$ cat src/rtl/fetch_unit.sv
// Instruction fetch unit: issues one outstanding instruction-memory read at a time
// and queues the responses in a small FIFO for the decoder.
`ifndef DATA_WIDTH
`define DATA_WIDTH 32
`endif

module fetch_unit #(
    parameter int BUF_DEPTH = 2
) (
    input  logic                   clk,
    input  logic                   reset,
    input  logic [`DATA_WIDTH-1:0] pc,
    input  logic                   flush,
    output logic                   imem_req,
    output logic [`DATA_WIDTH-1:0] imem_addr,
    input  logic                   imem_ack,
    input  logic [`DATA_WIDTH-1:0] imem_data,
    output logic [`DATA_WIDTH-1:0] inst,
    output logic [`DATA_WIDTH-1:0] inst_pc,
    output logic                   inst_valid,
    input  logic                   inst_ready
);

    localparam int PTR_W = $clog2(BUF_DEPTH);
    localparam int CNT_W = PTR_W + 1;
    localparam int DW    = `DATA_WIDTH;

    typedef enum logic [1:0] {
        IDLE = 2'd0,
        WAIT = 2'd1,
        DROP = 2'd2
    } state_t;

    state_t             state_r;
    logic [DW-1:0]      data_mem_r [BUF_DEPTH];
    logic [DW-1:0]      addr_mem_r [BUF_DEPTH];
    logic [PTR_W-1:0]   wr_ptr_r;
    logic [PTR_W-1:0]   rd_ptr_r;
    logic [CNT_W-1:0]   count_r;
    logic               push_s;
    logic               pop_s;
    logic               issue_s;

    // Flush overrides push, pop and issue; issue only from IDLE so at most one
    // request is outstanding and the buffer always has room for its response.
    always_comb begin
        push_s  = 1'b0;
        pop_s   = 1'b0;
        issue_s = 1'b0;
        if (!flush) begin
            push_s  = (state_r == WAIT) && imem_ack;
            pop_s   = (count_r != {CNT_W{1'b0}}) && inst_ready;
            issue_s = (state_r == IDLE) && (count_r < CNT_W'(BUF_DEPTH));
        end else begin
            push_s  = 1'b0;
            pop_s   = 1'b0;
            issue_s = 1'b0;
        end
    end

    // Request FSM; imem_req and imem_addr are registered and only move on issue/retire.
    always_ff @(posedge clk or posedge reset) begin
        if (reset) begin
            state_r   <= IDLE;
            imem_req  <= 1'b0;
            imem_addr <= {DW{1'b0}};
        end else begin
            case (state_r)
                IDLE: begin
                    if (issue_s) begin
                        state_r   <= WAIT;
                        imem_req  <= 1'b1;
                        imem_addr <= pc;
                    end else begin
                        imem_req  <= 1'b0;
                    end
                end
                WAIT: begin
                    if (imem_ack) begin
                        state_r  <= IDLE;
                        imem_req <= 1'b0;
                    end else if (flush) begin
                        state_r  <= DROP;
                    end else begin
                        state_r  <= WAIT;
                    end
                end
                DROP: begin
                    if (imem_ack) begin
                        state_r  <= IDLE;
                        imem_req <= 1'b0;
                    end else begin
                        state_r  <= DROP;
                    end
                end
                default: begin
                    state_r  <= IDLE;
                    imem_req <= 1'b0;
                end
            endcase
        end
    end

    // Instruction FIFO; storage is cleared on reset so inst/inst_pc read back zero.
    always_ff @(posedge clk or posedge reset) begin
        if (reset) begin
            wr_ptr_r <= {PTR_W{1'b0}};
            rd_ptr_r <= {PTR_W{1'b0}};
            count_r  <= {CNT_W{1'b0}};
            for (int i = 0; i < BUF_DEPTH; i++) begin
                data_mem_r[i] <= {DW{1'b0}};
                addr_mem_r[i] <= {DW{1'b0}};
            end
        end else if (flush) begin
            wr_ptr_r <= {PTR_W{1'b0}};
            rd_ptr_r <= {PTR_W{1'b0}};
            count_r  <= {CNT_W{1'b0}};
        end else begin
            if (push_s) begin
                data_mem_r[wr_ptr_r] <= imem_data;
                addr_mem_r[wr_ptr_r] <= imem_addr;
                wr_ptr_r             <= wr_ptr_r + PTR_W'(1);
            end
            if (pop_s) begin
                rd_ptr_r <= rd_ptr_r + PTR_W'(1);
            end
            case ({push_s, pop_s})
                2'b10:   count_r <= count_r + CNT_W'(1);
                2'b01:   count_r <= count_r - CNT_W'(1);
                default: count_r <= count_r;
            endcase
        end
    end

    assign inst       = data_mem_r[rd_ptr_r];
    assign inst_pc    = addr_mem_r[rd_ptr_r];
    assign inst_valid = (count_r != {CNT_W{1'b0}});

endmodule
$ cat config.mk
export PLATFORM = sky130hd
export DESIGN_NAME = fetch_unit
export DESIGN_NICKNAME = d
export VERILOG_FILES = /design/src/rtl/fetch_unit.sv
export SDC_FILE = /design/constraint.sdc
export NUM_CORES = 1
export LEC_CHECK = 0
export CAP_MARGIN = 20
export CORE_ASPECT_RATIO = 0.75
export CORE_MARGIN = 4
export CORE_UTILIZATION = 46
export DETAILED_ROUTE_END_ITERATION = 7
export PLACE_DENSITY = 0.74
export SLEW_MARGIN = 20
export SYNTH_ARGS = -nofsm -noshare
export SYNTH_HDL_FRONTEND = slang
export SYNTH_SLANG_ARGS = --single-unit
$ cat constraint.sdc
create_clock -name clk -period 5.04 [get_ports clk]
set_input_delay 0.756 -clock clk [delete_from_list [all_inputs] [get_ports clk]]
set_output_delay 0.756 -clock clk [all_outputs]
set_load 0.02 [all_outputs]
==> out/metrics.csv <==
metric,value,unit
status,"finished, final reports clean",
ys_seq_elements,167,
timing.rr.start,state_r[0],
syn_inst,455,
track_usage,0.177,
timing.rr.end,imem_addr[25],
numPortBuffers,166,
fin_ws,1.43,ns
power.density,653,mW/mm2
synthDistinctLibCells,32,
wl_per_cell,18.7,um
min_path_type,register to register,
yosysMostFrequentCell,dfrtp_1,
worst-setup-path-type,register to output port,
yosysWarnings,0,
cts.path.max_buffers,2,
timing.setup.tns,0,ns
yosysTopAreaCell,dfrtp_1,
post_cts_buffers,0,
routed_wl,15800,um
antenna_found_initial,0,
static-leakage-power,4.27,nW
p_sw_frac,0.332,
die_y,118,um
htree_levels,4,
synth_area,0.00749,mm2
grt_pass1_vias,4824,
hold_viol_final,0,
final_core_util,0.610,
fin_crit,3.61,ns
ios,167,
cts_tree,built,
layout.nets,694,
rsz0062_at_grt,false,
seq_power_share,0.372,
path_max_fanout,39,
r2r_cells,5,
min_to,addr_mem_r[17],
layout-drive-gt1-share,0.424,
holdWs,0.503,ns
synth_seq_area_share,0.558,
critPathArrivalTime,2.85,ns
cp.required,4.28,ns
dieArea,0.0184,mm2
fin_skew,0.00998,ns
cts_resized,0,
yosysTopAreaCellShare,0.558,
reg2reg_setup_slack,2.71,ns
numClockSinks,167,
rows,40,
syn_avg_cell_area,16.5,um2
place_congestion,0.777,
cts.clk_slew.worst_paths,0.06,ns
max_freq,277,MHz
pwr-share-comb,0.447,
ir_worst_vdd,389,uV
startpoint_type,register,
initial_utilization,0.469,
grt_pass1_wl,25900,um
initialDrtViolationCount,181,
startpoint,rd_ptr_r,
syn_nets,528,
relSlewSlack,0.367,
async_reset_ff_frac,1.00,
syn2layout_area_growth,30.0,%
min_from,addr_mem_r[17],
synthTopCellsByArea,"dfrtp_1 (56%), mux2_2 (25%), mux2_4 (12%)",
antenna_cells,0,
hold_depth,1,
drv_slew,0,
core,0.0160,mm2
synth-edff-count,0,
ys_top_cells_by_count,"dfrtp_1 (167), mux2_2 (166), mux2_4 (60)",
min_period_over_period,0.716,
p_switching,0.00211,W
grt_max_degree,95,
hpwl,10700,um
setup_viol,0,
drtPass1Iterations,4,
vias,4299,
ctsHoldBuffers,0,
cts_root_buffer,clkbuf_16,
via_per_inst,5.09,
grt-ovfl-total,0,
pre_cts_slack,1.84,ns
fill_cells,1187,
fp.dieW,155,um
drt.antenna.violating_nets,0,
power.internal,0.00425,W
clkLatencyLatePin,0.42,ns
clkPwrFrac,0.182,
synth_flop_cell,dfrtp_1,
tightest_slew,0.949,ns
remaining_drc_errors,0,
cts_inserted_buffers,17,
cap_viol_max_count,0,
end_kind,output port,
==> registers in the layout, summed over array words and instances, names as in the netlist <==
signal,count
data_mem_r,64
imem_req,1
addr_mem_r,64
count_r,2
imem_addr,32
state_r,2
rd_ptr_r,1
wr_ptr_r,1
==> how the worst max path moves through the flow <==
stage / to / slack [ns] / cells past startpoint
final: inst[16] / 1.43 / 3
after global routing: inst[24] / 1.28 / 3
after CTS: inst[16] / 1.39 / 3
after detailed placement: inst[16] / 1.84 / 3
after global placement: inst[17] / 1.91 / 3
after floorplan: addr_mem_r[0] / 2.16 / 1
==> critical path, cell delays in order (launching register included) <==
cell and delay (ns):
dfrtp_2 0.99, buf_4 0.48, mux2_2 0.38, clkdlybuf4s50_1 0.55
==> final cells by class <==
cell class	instances	area, um2	share of cell area
Clock buffer	20	437	0.0449
Clock inverter	12	81.3	0.00836
Inverter	3	15.0	0.00154
Multi-Input combinational cell	258	3020	0.311
Sequential cell	167	4180	0.429
Tap cell	210	263	0.0270
Timing Repair Buffer	174	1730	0.178
==> stage by stage <==
stage               instances  power (W)  cell area [um2]
CTS                       844    0.00643             9730
finish                    844    0.00635             9730
global route              844    0.00669             9730
global placement          812    0.00514             9220
detailed placement        812    0.00523             9220
floorplan                 455    0.00407             7490
==> layer usage <==
metal	global-route usage	up-vias	wire length [um]
li1	-	1956	-
met1	0.249	2199	7480
met2	0.259	121	7050
met3	0.0545	23	1010
met4	0.0618	0	262
met5	0	-	0
==> layout by cell type, fill, tap and decap left out, types with 2 or more instances in the layout <==
master,netlist,layout
o21ai_0,4,4
clkinv_4,0,2
clkbuf_16,0,17
clkdlybuf4s50_1,0,166
clkinvlp_4,0,5
mux2_2,166,166
dfrtp_1,167,166
buf_4,4,7
mux2_4,60,60
clkbuf_1,3,3
nor3b_4,1,2
ha_1,4,4
nand2b_1,2,2
clkinv_2,0,5
inv_1,3,2
nor2_1,3,3
==> logic make-up (layout without fill, tap and decap cells) <==
kind of cell	count (synthesis)	in the layout	synth area share
adder cells (fa/ha/maj)	4	4	0.00668
AND/OR/NAND/NOR	18	18	0.0174
AO/OA/AOI/OAI	8	8	0.00652
multiplexers	226	226	0.370
buffers and inverters	30	209	0.0391
flip-flops	167	167	0.558
XOR/XNOR	2	2	0.00234
==> power by group through the flow <==
stage / Sequential, W / Combinational, W / Clock (W)
6_report: 0.00236 / 0.00284 / 0.00115
5_1_grt: 0.00245 / 0.00300 / 0.00124
4_1_cts: 0.00237 / 0.00287 / 0.00118
3_5_place_dp: 0.00238 / 0.00285 / 0
3_3_place_gp: 0.00234 / 0.00280 / 0
2_1_floorplan: 0.00239 / 0.00168 / 0
No activity file was read; power rests on OpenSTA's default activity.
==> patch 1 (same flow settings) <==
`DATA_WIDTH`: 32 -> 48.
--- a/src/rtl/fetch_unit.sv
+++ b/src/rtl/fetch_unit.sv
@@ -2,5 +2,5 @@
 // and queues the responses in a small FIFO for the decoder.
 `ifndef DATA_WIDTH
-`define DATA_WIDTH 32
+`define DATA_WIDTH 48
 `endif
 
Interface: changed (5 resized); port bits go from 167 to 247. The function was not compared with the original's and may differ.
==> patch 1 against the original RTL <==
- sequential cell count grew 80
- clock skew increased by 0.0023 ns
- wire length increased by 43%
- critical path type unchanged
- non-clock buffer count increased by 80
- global-route usage increased by 0.12 points
- fmax rose by 2.2%
- design area grew 43%
- setup slack better by 0.078 ns
- synthesized cell count increased by 45%
- power grew 44%
- synthesized area grew 40%
==> patch 1: results (changes against the original RTL) <==
stage	metric	value	unit	change
yosys	ys_types	31		-3.1%
yosys	ys_top_cells_by_count	mux2_2 (298), dfrtp_1 (247), mux2_1 (40)		
final_layout	top_regs	addr_mem_r x96, data_mem_r x96, imem_addr x48		
power_and_ir_drop	irDropWorstVdd	0.3733	mV	-4.1%
worst_setup_path	crit_arrival	2.78	ns	-0.07 ns
grt	grt_pass1_wl	36.98	mm	+43%
grt	met2_usage	0.2557		-0.002980
worst_setup_path	worstSetupStartpoint	rd_ptr_r$_DFFE_PP0P_		
final_layout	final_nets	1006		+45%
worst_setup_path	critPathMaxFanout	50		+28%
grt	grt_max_degree	137		+44%
power_and_ir_drop	pg_comb	3900	uW	+37%
placed_design	port_buffers	246		+48%
grt	grtUsageMet3	0.06266		+0.008125
route	wl	22.66	mm	+43%
yosys	synth.mux.area_fraction	0.3637		-0.006180
placed_design	place_inst	1168		+44%
yosys	synth_seq_area_share	0.5907		+0.03264
grt	grt_pass1_vias	6576		+36%
placed_design	placed_area	0.01318	mm^2	+43%
timing	post-route-min-period	3.532	ns	-0.07843 ns
cts	numCtsBuffers	25		+8
route	wl_per_cell	18.71	um	about the same
grt	grtUsageTotal	0.1778		+0.001211
route	first_pass_iters	4		unchanged
yosys	synthAdderAreaFrac	0.004783		-0.001900
route	routed_via_density	5.132		+0.76%
power_and_ir_drop	pg_seq	3450	uW	+46%
outcome	status	finished clean		
grt	use_met1	0.2644		+0.01532
cts	clk_latency	0.51	ns	+0.09 ns
worst_setup_path	slowest_delay	0.90	ns	-0.09 ns
worst_setup_path	slowest_stage	dfrtp_4		
yosys	synthTopCellsByArea	dfrtp_1 (59%), mux2_2 (32%), mux2_1 (4.3%), buf_2 (1.0%), ha_1 (0.48%)		
placed_design	dpl.hpwl	14.72	mm	+37%
worst_setup_path	crit_end	inst[28]		
timing	fin_skew	0.01227	ns	+0.002290 ns
placed_design	post-place-ws	1.839	ns	+0.001300 ns
power_and_ir_drop	switching_share	0.3296		-0.002121
worst_setup_path	reg2reg_to	imem_addr[14]$_DFFE_PP0P_		
timing	worstMarginPinSlew	0.7532	ns	-0.1957 ns
cts	htreeDepth	1		-3
worst_setup_path	rrSetupSlack	2.59	ns	-0.12 ns
yosys	synth_nets	764		+45%
placed_design	gp_congestion	0.7485		-3.6%
cts	clockBufferDepth	3		+1
yosys	syn_inst	659		+45%
power_and_ir_drop	total_power	9121	uW	+44%
route	drtIter0Drc	275		+52%
final_layout	drive_gt1_frac	0.3762		-0.04806
[patch 1: changes by cell type in the layout (fill, tap and decap cells not counted), moves of 8 or more]
cell / before / now
mux2_2: 166 / 298
clkdlybuf4s50_1: 166 / 246
dfrtp_1: 166 / 246
mux2_4: 60 / 0
mux2_1: 0 / 40
clkbuf_16: 17 / 25
[patch 1: worst min path at each step]
stage / from / endpoint / slack [ns] / cells after the start
6_report: addr_mem_r[70]$_DFFE_PP0P_ / addr_mem_r[70]$_DFFE_PP0P_ / 0.48 / 1
5_1_grt: addr_mem_r[67]$_DFFE_PP0P_ / addr_mem_r[67]$_DFFE_PP0P_ / 0.50 / 1
4_1_cts: addr_mem_r[70]$_DFFE_PP0P_ / addr_mem_r[70]$_DFFE_PP0P_ / 0.49 / 1
3_5_place_dp: addr_mem_r[70]$_DFFE_PP0P_ / addr_mem_r[70]$_DFFE_PP0P_ / 0.47 / 1
3_3_place_gp: addr_mem_r[75]$_DFFE_PP0P_ / addr_mem_r[75]$_DFFE_PP0P_ / 0.46 / 1
2_1_floorplan: addr_mem_r[48]$_DFFE_PP0P_ / addr_mem_r[48]$_DFFE_PP0P_ / 0.45 / 1
[patch 1: area by class of cell]
cell class / count / area (um^2)
Fill cell: 1666 / 8268
Clock buffer: 39 / 728.2
Timing Repair Buffer: 254 / 2560
Tap cell: 294 / 367.9
Sequential cell: 247 / 6185
Multi-Input combinational cell: 370 / 4056
Inverter: 3 / 15.01
Clock inverter: 4 / 48.80
[patch 1: worst max-delay path: cells and delay by family (launching register included)]
kind,cells,cell delay (ns)
flip-flops,1,0.90
multiplexers,1,0.39
buffers and inverters,2,0.93
[patch 1: metal layers]
layer / up-vias / part of all wire
met3: 28 / 0.087
met5: - / 0
met4: 0 / 0.016
li1: 2856 / -
met1: 3142 / 0.47
met2: 189 / 0.42
==> patch 2 (same flow settings) <==
Made on the original files. Encoding of `state_t`: now one-hot (3 bits for 3 states).
--- a/src/rtl/fetch_unit.sv
+++ b/src/rtl/fetch_unit.sv
@@ -26,8 +26,8 @@
     localparam int DW    = `DATA_WIDTH;
 
-    typedef enum logic [1:0] {
-        IDLE = 2'd0,
-        WAIT = 2'd1,
-        DROP = 2'd2
+    typedef enum logic [2:0] {
+        IDLE = 3'b001,
+        WAIT = 3'b010,
+        DROP = 3'b100
     } state_t;
 
Check against the original RTL: no difference found for any inputs over 4 cycles, from zero or initial values and one cycle with reset high; so few cycles prove little.
==> patch 2 against the original RTL <==
- wire length decreased by 1.9%
- combinational power fell by 33%
- design area rose by 0.40%
- die area fell by 0.19%
- sequential cell count increased by 1
- setup slack improved by 0.23 ns
- power down 19%
- non-clock buffer count is 1 lower
- synthesized area down 0.20%
- critical endpoint is now inst[13]
==> patch 2: results (changes against the original RTL) <==
stage	metric	value	unit	change
final_layout	multi_input_comb_area	0.002978	mm^2	-1.5%
placed_design	post-place-ws	1.537	ns	-0.3003 ns
final_layout	nonClkBufAreaFrac	0.1780		-0.0001946
final_layout	area_growth	30.76	%	
final_layout	flops_and_latches	168		+0.60%
route	drtIter0Drc	137		-24%
final_layout	n_fill_cell	1187		unchanged
placed_design	gp_congestion	0.7414		-4.5%
power_and_ir_drop	p_leak	0.004576	uW	+7.2%
yosys	synth-xor-area-share	0.003516		+0.001177
grt	use_met1	0.2313		-0.01781
yosys	synthArstFlopShare	1.000		unchanged
power_and_ir_drop	pwr-share-clk	0.248		+0.066
placed_design	place_inst	808		-0.49%
cts	clk_pin_slew_worst_paths	0.06	ns	about the same
grt	grtUsageTotal	0.1726		-0.003947
hold_path	hold_depth	1		unchanged
route	dr_total_vias	4294		-0.12%
final_layout	n_clock_buffer	24		+20%
placed_design	dpl.hpwl	10.10	mm	-5.7%
yosys	avgSynthCellArea	16.61	um^2	+0.91%
final_layout	regArea	0.004207	mm^2	+0.63%
yosys	ys_types	32		unchanged
route	wl_met1	7.041	mm	-5.8%
route	met3_length	1.146	mm	+13%
cts	ctsResizeCount	0		unchanged
timing	max-slew-margin-rel	0.4430		+0.07559
grt	grtUsageMet3	0.06406		+0.009517
grt	grt_pass1_wl	25.14	mm	-3.1%
yosys	ys_top_cells_by_count	dfrtp_1 (167), mux2_2 (163), mux2_4 (60)		
final_layout	buffers	173		-0.57%
grt	met2_usage	0.2644		+0.005738
yosys	synth.mux.area_fraction	0.3692		-0.0007636
placed_design	placed_area	0.009194	mm^2	-0.23%
power_and_ir_drop	pg_comb	1900	uW	-33%
final_layout	nMultiInputCombCells	256		-0.78%
yosys	synthAdderAreaFrac	0		-0.006683
timing	fin_skew	0.009780	ns	-0.0002014 ns
final_layout	inverters_excl_clock	1		-2
route	route.met2.wl	7.152	mm	+1.5%
yosys	synth_nets	519		-1.7%
route	routed_via_density	5.112		+0.36%
final_layout	final_nets	686		-1.2%
yosys	synthTopCellsByArea	dfrtp_1 (56%), mux2_2 (25%), mux2_4 (12%), buf_12 (1.9%), clkbuf_8 (0.92%)		
grt	grt_max_degree	92		-3.2%
outcome	status	finished clean		
worst_setup_path	ff2ff_path_depth	4		-1
final_layout	clock_area_frac	0.05915		+0.005935
yosys	synth_seq_area_share	0.5627		+0.004637
power_and_ir_drop	irDropWorstVdd	0.2954	mV	-24%
power_and_ir_drop	p_int	3545	uW	-17%
worst_setup_path	critPathMaxFanout	25		-36%
final_layout	drive_gt1_frac	0.4238		-0.0004807
grt	grt_pass1_vias	4745		-1.6%
route	wl	15.50	mm	-1.9%
yosys	synth_compound_area_frac	0.004018		-0.002498
power_and_ir_drop	total_power	5124	uW	-19%
worst_setup_path	slowest_delay	0.78	ns	-0.21 ns
worst_setup_path	crit_arrival	2.62	ns	-0.23 ns
## patch 2: cell types whose count changed after synthesis, moves of 4 or more
cell,delta
clkbuf_8,+5
buf_6,-7
ha_1,-4
nor3_1,+4
## patch 2: cell families after synthesis
logic type,count (synthesis)
compound gates,5
xor+xnor,3
buf+inv,26
flops,168
mux,225
simple gates,23
## patch 2: worst paths after layout
kind | from | endpoint | slack (ns)
max | rd_ptr_r$_DFFE_PP0P_ | inst[13] | 1.66
min | addr_mem_r[38]$_DFFE_PP0P_ | addr_mem_r[38]$_DFFE_PP0P_ | 0.50
max reg2reg | state_r[2]$_DFFE_PP0P_ | addr_mem_r[15]$_DFFE_PP0P_ | 2.33
min reg2reg | addr_mem_r[38]$_DFFE_PP0P_ | addr_mem_r[38]$_DFFE_PP0P_ | 0.50
max in group asynchronous | reset | rd_ptr_r$_DFFE_PP0P_ | 3.26
min in group asynchronous | reset | data_mem_r[31]$_DFFE_PP0P_ | 0.67
